**src/rtl/sh7604_ibus_ctrl.sv**
```systemverilog
// -----------------------------------------------------------------------------
// sh7604_ibus_ctrl
//
// Access controller for the SH7604 on-chip peripheral bus (IBUS). It takes one
// CPU access at a time, broadcasts it to NUM_PER peripheral slots and sequences
// the REQ/BUSY/ACT handshake. A write commits when the slot sees IBUS_REQ
// fall. Read data is taken from the lowest-index slot reporting ACT.
//
// Sequence, one CE_R tick per step: IDLE -> REQ -> WAIT (n ticks) -> DONE -> IDLE.
//
// Optional build macro:
//   IBUS_TIMEOUT_EN  abort a WAIT that lasts TIMEOUT_CYC ticks with the selected
//                    slot still busy. When undefined, WAIT waits indefinitely.
//
// Ports
//   CLK, RST_N         clock, asynchronous active-low reset
//   CE_R / CE_F        rising / falling phase enables; the FSM advances on CE_R only
//   EN                 global enable; the FSM and IBUS_REQ freeze while low
//   RES_N              synchronous soft reset, active low, not gated by CE_R/EN
//   CPU_A/DI/BA/WE/REQ CPU access request (REQ held until CPU_BUSY is seen low)
//   CPU_DO/BUSY/ERR    read data, stall, one-tick error pulse in the DONE tick
//   IBUS_A/DI/BA/WE    latched access, stable while IBUS_REQ is high
//   IBUS_REQ           request broadcast to all slots
//   PER_DO/BUSY/ACT    per-slot read data (packed 32 bits per slot), busy, decode hit
// -----------------------------------------------------------------------------
module sh7604_ibus_ctrl #(
  parameter int NUM_PER     = 8,
  parameter int TIMEOUT_CYC = 255
) (
  input  logic                  CLK,
  input  logic                  RST_N,
  input  logic                  CE_R,
  input  logic                  CE_F,
  input  logic                  EN,
  input  logic                  RES_N,
  input  logic [31:0]           CPU_A,
  input  logic [31:0]           CPU_DI,
  input  logic [3:0]            CPU_BA,
  input  logic                  CPU_WE,
  input  logic                  CPU_REQ,
  output logic [31:0]           CPU_DO,
  output logic                  CPU_BUSY,
  output logic                  CPU_ERR,
  output logic [31:0]           IBUS_A,
  output logic [31:0]           IBUS_DI,
  output logic [3:0]            IBUS_BA,
  output logic                  IBUS_WE,
  output logic                  IBUS_REQ,
  input  logic [32*NUM_PER-1:0] PER_DO,
  input  logic [NUM_PER-1:0]    PER_BUSY,
  input  logic [NUM_PER-1:0]    PER_ACT
);

  localparam logic [1:0] S_IDLE = 2'd0;
  localparam logic [1:0] S_REQ  = 2'd1;
  localparam logic [1:0] S_WAIT = 2'd2;
  localparam logic [1:0] S_DONE = 2'd3;

  logic [1:0]  state;
  logic        err_pend;   // a multi-hit was seen on an earlier WAIT tick
  logic [31:0] sel_do;
  logic        sel_busy;
  logic        sel_found;
  logic        hit_any;
  logic        hit_multi;

  // CE_F is part of the slot interface only; nothing in here runs on it.
  logic unused_ce_f;
  assign unused_ce_f = CE_F;

`ifdef IBUS_TIMEOUT_EN
  // Abort on the WAIT tick where the count of busy ticks reaches TIMEOUT_CYC.
  localparam logic [7:0] TMO_LAST = 8'(TIMEOUT_CYC - 1);
  logic [7:0] wait_cnt;
`else
  logic [7:0] unused_timeout;
  assign unused_timeout = 8'(TIMEOUT_CYC);
`endif

  // Lowest-index ACT wins when several slots decode the same address.
  // NOTE: every variable gets a default before the loop so no latch is inferred.
  always_comb begin
    sel_do    = '0;
    sel_busy  = 1'b0;
    sel_found = 1'b0;
    for (int i = 0; i < NUM_PER; i++) begin
      if (PER_ACT[i] && !sel_found) begin
        sel_found = 1'b1;
        sel_do    = PER_DO[32*i +: 32];
        sel_busy  = PER_BUSY[i];
      end
    end
  end

  assign hit_any   = |PER_ACT;
  assign hit_multi = |(PER_ACT & (PER_ACT - NUM_PER'(1)));

  // The CPU is stalled from the request until the DONE tick, so it never sees
  // a free cycle before its access has completed.
  assign CPU_BUSY = (CPU_REQ && (state != S_DONE)) || (state == S_REQ) || (state == S_WAIT);

  // NOTE: sequential state uses non-blocking assignments only, so every branch
  // below reads the values from before this edge.
  always_ff @(posedge CLK or negedge RST_N) begin
    if (!RST_N) begin
      state    <= S_IDLE;
      err_pend <= 1'b0;
      IBUS_REQ <= 1'b0;
      CPU_ERR  <= 1'b0;
      CPU_DO   <= '0;
      IBUS_A   <= '0;
      IBUS_DI  <= '0;
      IBUS_BA  <= '0;
      IBUS_WE  <= 1'b0;
`ifdef IBUS_TIMEOUT_EN
      wait_cnt <= '0;
`endif
    end else if (!RES_N) begin
      // Soft reset acts on the next clock, independent of CE_R and EN.
      state    <= S_IDLE;
      err_pend <= 1'b0;
      IBUS_REQ <= 1'b0;
      CPU_ERR  <= 1'b0;
      CPU_DO   <= '0;
      IBUS_A   <= '0;
      IBUS_DI  <= '0;
      IBUS_BA  <= '0;
      IBUS_WE  <= 1'b0;
`ifdef IBUS_TIMEOUT_EN
      wait_cnt <= '0;
`endif
    end else if (EN && CE_R) begin
      case (state)
        S_IDLE: begin
          if (CPU_REQ) begin
            IBUS_A   <= CPU_A;
            IBUS_DI  <= CPU_DI;
            IBUS_BA  <= CPU_BA;
            IBUS_WE  <= CPU_WE;
            IBUS_REQ <= 1'b1;
            err_pend <= 1'b0;
            state    <= S_REQ;
          end
        end

        // One tick so the slot sees the REQ rising edge and raises BUSY.
        S_REQ: state <= S_WAIT;

        S_WAIT: begin
          if (!hit_any) begin
            CPU_DO   <= '1;
            CPU_ERR  <= 1'b1;
            IBUS_REQ <= 1'b0;
            state    <= S_DONE;
          end else if (!sel_busy) begin
            // Writes leave CPU_DO alone; the falling REQ commits them.
            if (!IBUS_WE) CPU_DO <= sel_do;
            CPU_ERR  <= hit_multi || err_pend;
            IBUS_REQ <= 1'b0;
            state    <= S_DONE;
`ifdef IBUS_TIMEOUT_EN
          end else if (wait_cnt == TMO_LAST) begin
            CPU_DO   <= '1;
            CPU_ERR  <= 1'b1;
            IBUS_REQ <= 1'b0;
            state    <= S_DONE;
`endif
          end else begin
            err_pend <= err_pend || hit_multi;
`ifdef IBUS_TIMEOUT_EN
            wait_cnt <= wait_cnt + 8'd1;
`endif
          end
        end

        // CPU_BUSY is low for this tick; a request still present is only
        // accepted once back in IDLE.
        S_DONE: begin
          CPU_ERR <= 1'b0;
          state   <= S_IDLE;
`ifdef IBUS_TIMEOUT_EN
          wait_cnt <= '0;
`endif
        end

        default: state <= S_IDLE;
      endcase
    end
  end

endmodule

```
**config.mk**
```make
export PLATFORM = sky130hd
export DESIGN_NAME = sh7604_ibus_ctrl
export DESIGN_NICKNAME = d
export VERILOG_FILES = /design/src/rtl/sh7604_ibus_ctrl.sv
export SDC_FILE = /design/constraint.sdc
export NUM_CORES = 1
export LEC_CHECK = 0
export ABC_CLOCK_PERIOD_IN_PS = 2700
export CAP_MARGIN = 20
export CORE_AREA = 8 8 170 172
export DETAILED_ROUTE_END_ITERATION = 12
export DIE_AREA = 0 0 178 180
export GPL_ROUTABILITY_DRIVEN = 0
export GPL_TIMING_DRIVEN = 1
export MAX_ROUTING_LAYER = met4
export PLACE_DENSITY = 0.63
export SLEW_MARGIN = 10
export SYNTH_ARGS = -nofsm -noshare
export SYNTH_HDL_FRONTEND = slang
export SYNTH_SLANG_ARGS = --single-unit
```
**constraint.sdc**
```tcl
create_clock -name CLK -period 2.7 [get_ports CLK]
set_clock_uncertainty 0.05 [all_clocks]
set_input_delay 0.27 -clock CLK [delete_from_list [all_inputs] [get_ports CLK]]
set_output_delay 0.27 -clock CLK [all_outputs]
set_load 0.005 [all_outputs]
```
==> summary.md <==
| Metric | Value |
|---|---|
| Async SR Flop Fraction | 100% |
| Critical path endpoint category | flop |
| Max-Cap Viols | 0 |
| Worst-Skew Late Latency | roughly 360 ps |
| LEAKAGE | 4.87 nW |
| Worst endpoint required time | roughly 2900 ps |
| Die area | 32000 um^2 |
| FP Rows | 60 |
| Top post-synthesis cells by count | nand2_1 (208), dfrtp_1 (106), nand3_1 (72) |
| Vias in the first global route | around 8200 |
| Pwr dens | around 370 nW/um^2 |
| Finished Cell Area | around 12000 um^2 |
| Synthesized Nets | between 1000 and 1500 |
| CTS sink cnt | between 100 and 150 |
| WL final | 35600 um |
| Seq cells post-synth | 106 |
| Yosys cell types | 56 |
| CTS tree | yes |
| Post-synth EDFFs | 0 |
| Max-slew violations | 0 |
| Mapped Avg Cell Area | about 8.7 um^2 |
| Total power | 4.45 mW |
| Nets | about 1500 |
| Starting Density | about a quarter |
| Num CTS Buffers | 9 |
| # port buffers | 450 |
| Via count | around 7700 |
| Fraction of layout cells with a size suffix above 1 | between 8 and 9% |
| ANT nets after route | 0 |
| Final setup viols | 0 |
| Synth Instances | approximately 770 |
| Rel. slew slack | 48.3% |
| Total Routing Usage GR | 22.2% |
| Synth top area share | 39.5% |
| Routed wire per std cell | 23.1 um |
| Core Area | 26400 um^2 |
| DR iter-0 viols | between 500 and 600 |
| Worst slew pin tran | between 700 and 800 ps |
| Main synth FF type | dfrtp_1 |
| Placed Area | about 12000 um^2 |
| Clock Root Buffer | clkbuf_16 |
| Largest area contributor in the netlist | dfrtp_1 |
| Fmax | a little over 0.4 GHz |
| Post-Route Utilization | between 40% and 50% |
| Fin crit share | between 80% and 90% |
| First-pass GRT wire length | 52900 um |
| Sequential area share after synthesis | between 30 and 40% |
| Layout fillers | around 2600 |
| HPWL reported at the end of detailed placement | approximately 28000 um |
| Hold WC Path Type | in2reg |
| Die H | 180 um |
| WS Path Type | reg2reg |
| Synth top area cells | dfrtp_1 (39%), nand2_1 (12%), o2bb2ai_2 (6.7%) |
| Status | complete, no violations |
| H-tree depth | 3 |
| Global Route met2 Usage | between 30 and 40% |
| Die width | ~180 um |
| Tmin final | ~2400 ps |
| Initial antenna violation count | 6 |
| Global-route met3 utilization | just over 7% |
| Critical path launch point type | flop |
| CP Max Fanout | 17 |
| Clock Path Buffers | 2 |
| Area grow syn2layout | 78.9% |
| Total grt overflow | 0 |
| Vias per std cell | approximately 5.0 |
| Cell area after synthesis | approximately 6700 um^2 |
| DR pass1 iterations | 5 |
| Count leader, synth | nand2_1 |
| Yosys warns | 0 |
| CP arrival | 2610 ps |
| Unrepaired setup endpoints after global routing | no |
| Fin Setup TNS | 0 ps |
| Setup Buffers After CTS | 0 |
| Ports | roughly 450 |
| Met1 GRT Util | 26.0% |
| Peak VDD IR | between 0.0002 and 0.0003 V |
| Clock Pin Slew Worst Setup and Hold Paths | approximately 90 ps |
| DRC Markers | 0 |
| Pin count of the biggest net entering global routing | slightly above 70 |
| Busiest layer in global routing | met2 |
| Final Hold Fails | 0 |
## through the flow
stage,setup slack (ps),std cells,hold WS [ps]
detailed placement,59.5,1519,238
finish,284,1542,236
global placement,108,1519,235
floorplan,449,772,-75.6
global route,136,1542,244
CTS,269,1536,209
## worst max-delay path: stages, from the launching register on
cell       delay [ps]
dfrtp_1           420
inv_1             140
ha_1              320
nor2b_1           130
or3_1             360
nor4_1            430
a211oi_4          130
buf_12            200
o2bb2ai_2         120
## state kept, by name (all words and copies together) (netlist names)
name / flops
CPU_DO: 32
IBUS_A: 32
IBUS_WE: 1
err_pend: 1
state: 2
IBUS_DI: 32
CPU_ERR: 1
IBUS_REQ: 1
IBUS_BA: 4
## cells in the final DEF (no fill, tap or decap), types with 6 or more instances in the layout
master           synthesis  routed
clkbuf_16                0       9
a221oi_1                31      31
nand2_1                208     208
clkdlybuf4s50_1          0     445
a22oi_1                 30      30
buf_4                    0      23
dfrtp_1                106     106
diode_2                  0       6
buf_12                   0      12
a211oi_1                31      31
nand3_1                 72      72
o221ai_1                30      30
o2bb2ai_2               30      30
and4b_1                 29      29
inv_1                   38      38
## final cells by class
type | instances | area [um^2] | share of cell area [%]
clock buffers | 10 | 229 | 1.90
diodes | 6 | 15.0 | 0.125
flip-flops and latches | 106 | 2650 | 22.1
clock inverters | 6 | 61.3 | 0.510
well taps | 341 | 427 | 3.55
inverters | 38 | 143 | 1.19
repair buffers | 485 | 4900 | 40.7
multi-input cells | 550 | 3600 | 29.9
## cell families (layout without fill, tap and decap cells)
family,after synthesis,after routing,synth area share (%)
AND/OR/NAND/NOR,350,350,25.2
buffers and inverters,116,539,7.52
other,0,6,0
multiplexers,4,4,0.596
flip-flops,106,106,39.5
adder cells (fa/ha/maj),4,4,0.708
AO/OA/AOI/OAI,192,192,26.5
## metal layers
layer,vias to the layer above,share of wire (%)
li1,3672,-
met1,3699,41
met2,317,49
met3,22,9.2
met4,0,1.5
met5,-,0
## path summary, 6_finish.rpt
check                           slack (ps)                  start  cells past startpoint                      end
worst max-delay path                   280   state[0]$_DFFE_PN0P_                      8   CPU_DO[30]$_DFFE_PN0P_
worst min-delay path                   240                  RES_N                      3     state[1]$_DFFE_PN0P_
worst max register to register         280   state[0]$_DFFE_PN0P_                      8   CPU_DO[30]$_DFFE_PN0P_
worst min register to register         410  IBUS_A[3]$_DFFE_PN0P_                      2    IBUS_A[3]$_DFFE_PN0P_
max in group asynchronous             1470                  RST_N                      3   CPU_DO[19]$_DFFE_PN0P_
min in group asynchronous              390                  RST_N                      2  IBUS_DI[20]$_DFFE_PN0P_
## timing repair
| item | 4_1_cts | 5_1_grt |
|---|---|---|
| hold endpoints to repair | 35 | 0 |
| hold buffers | 1 | 0 |
| gates resized for setup | 0 | 0 |
## where the power goes
part / total (mW) / internal (mW) / switching, mW
Combinational: 1.35 / 0.807 / 0.539
Clock: 1.36 / 0.653 / 0.712
Sequential: 1.74 / 1.68 / 0.0552
Total: 4.45 / 3.14 / 1.31
Power figures use the tool's default switching activity.
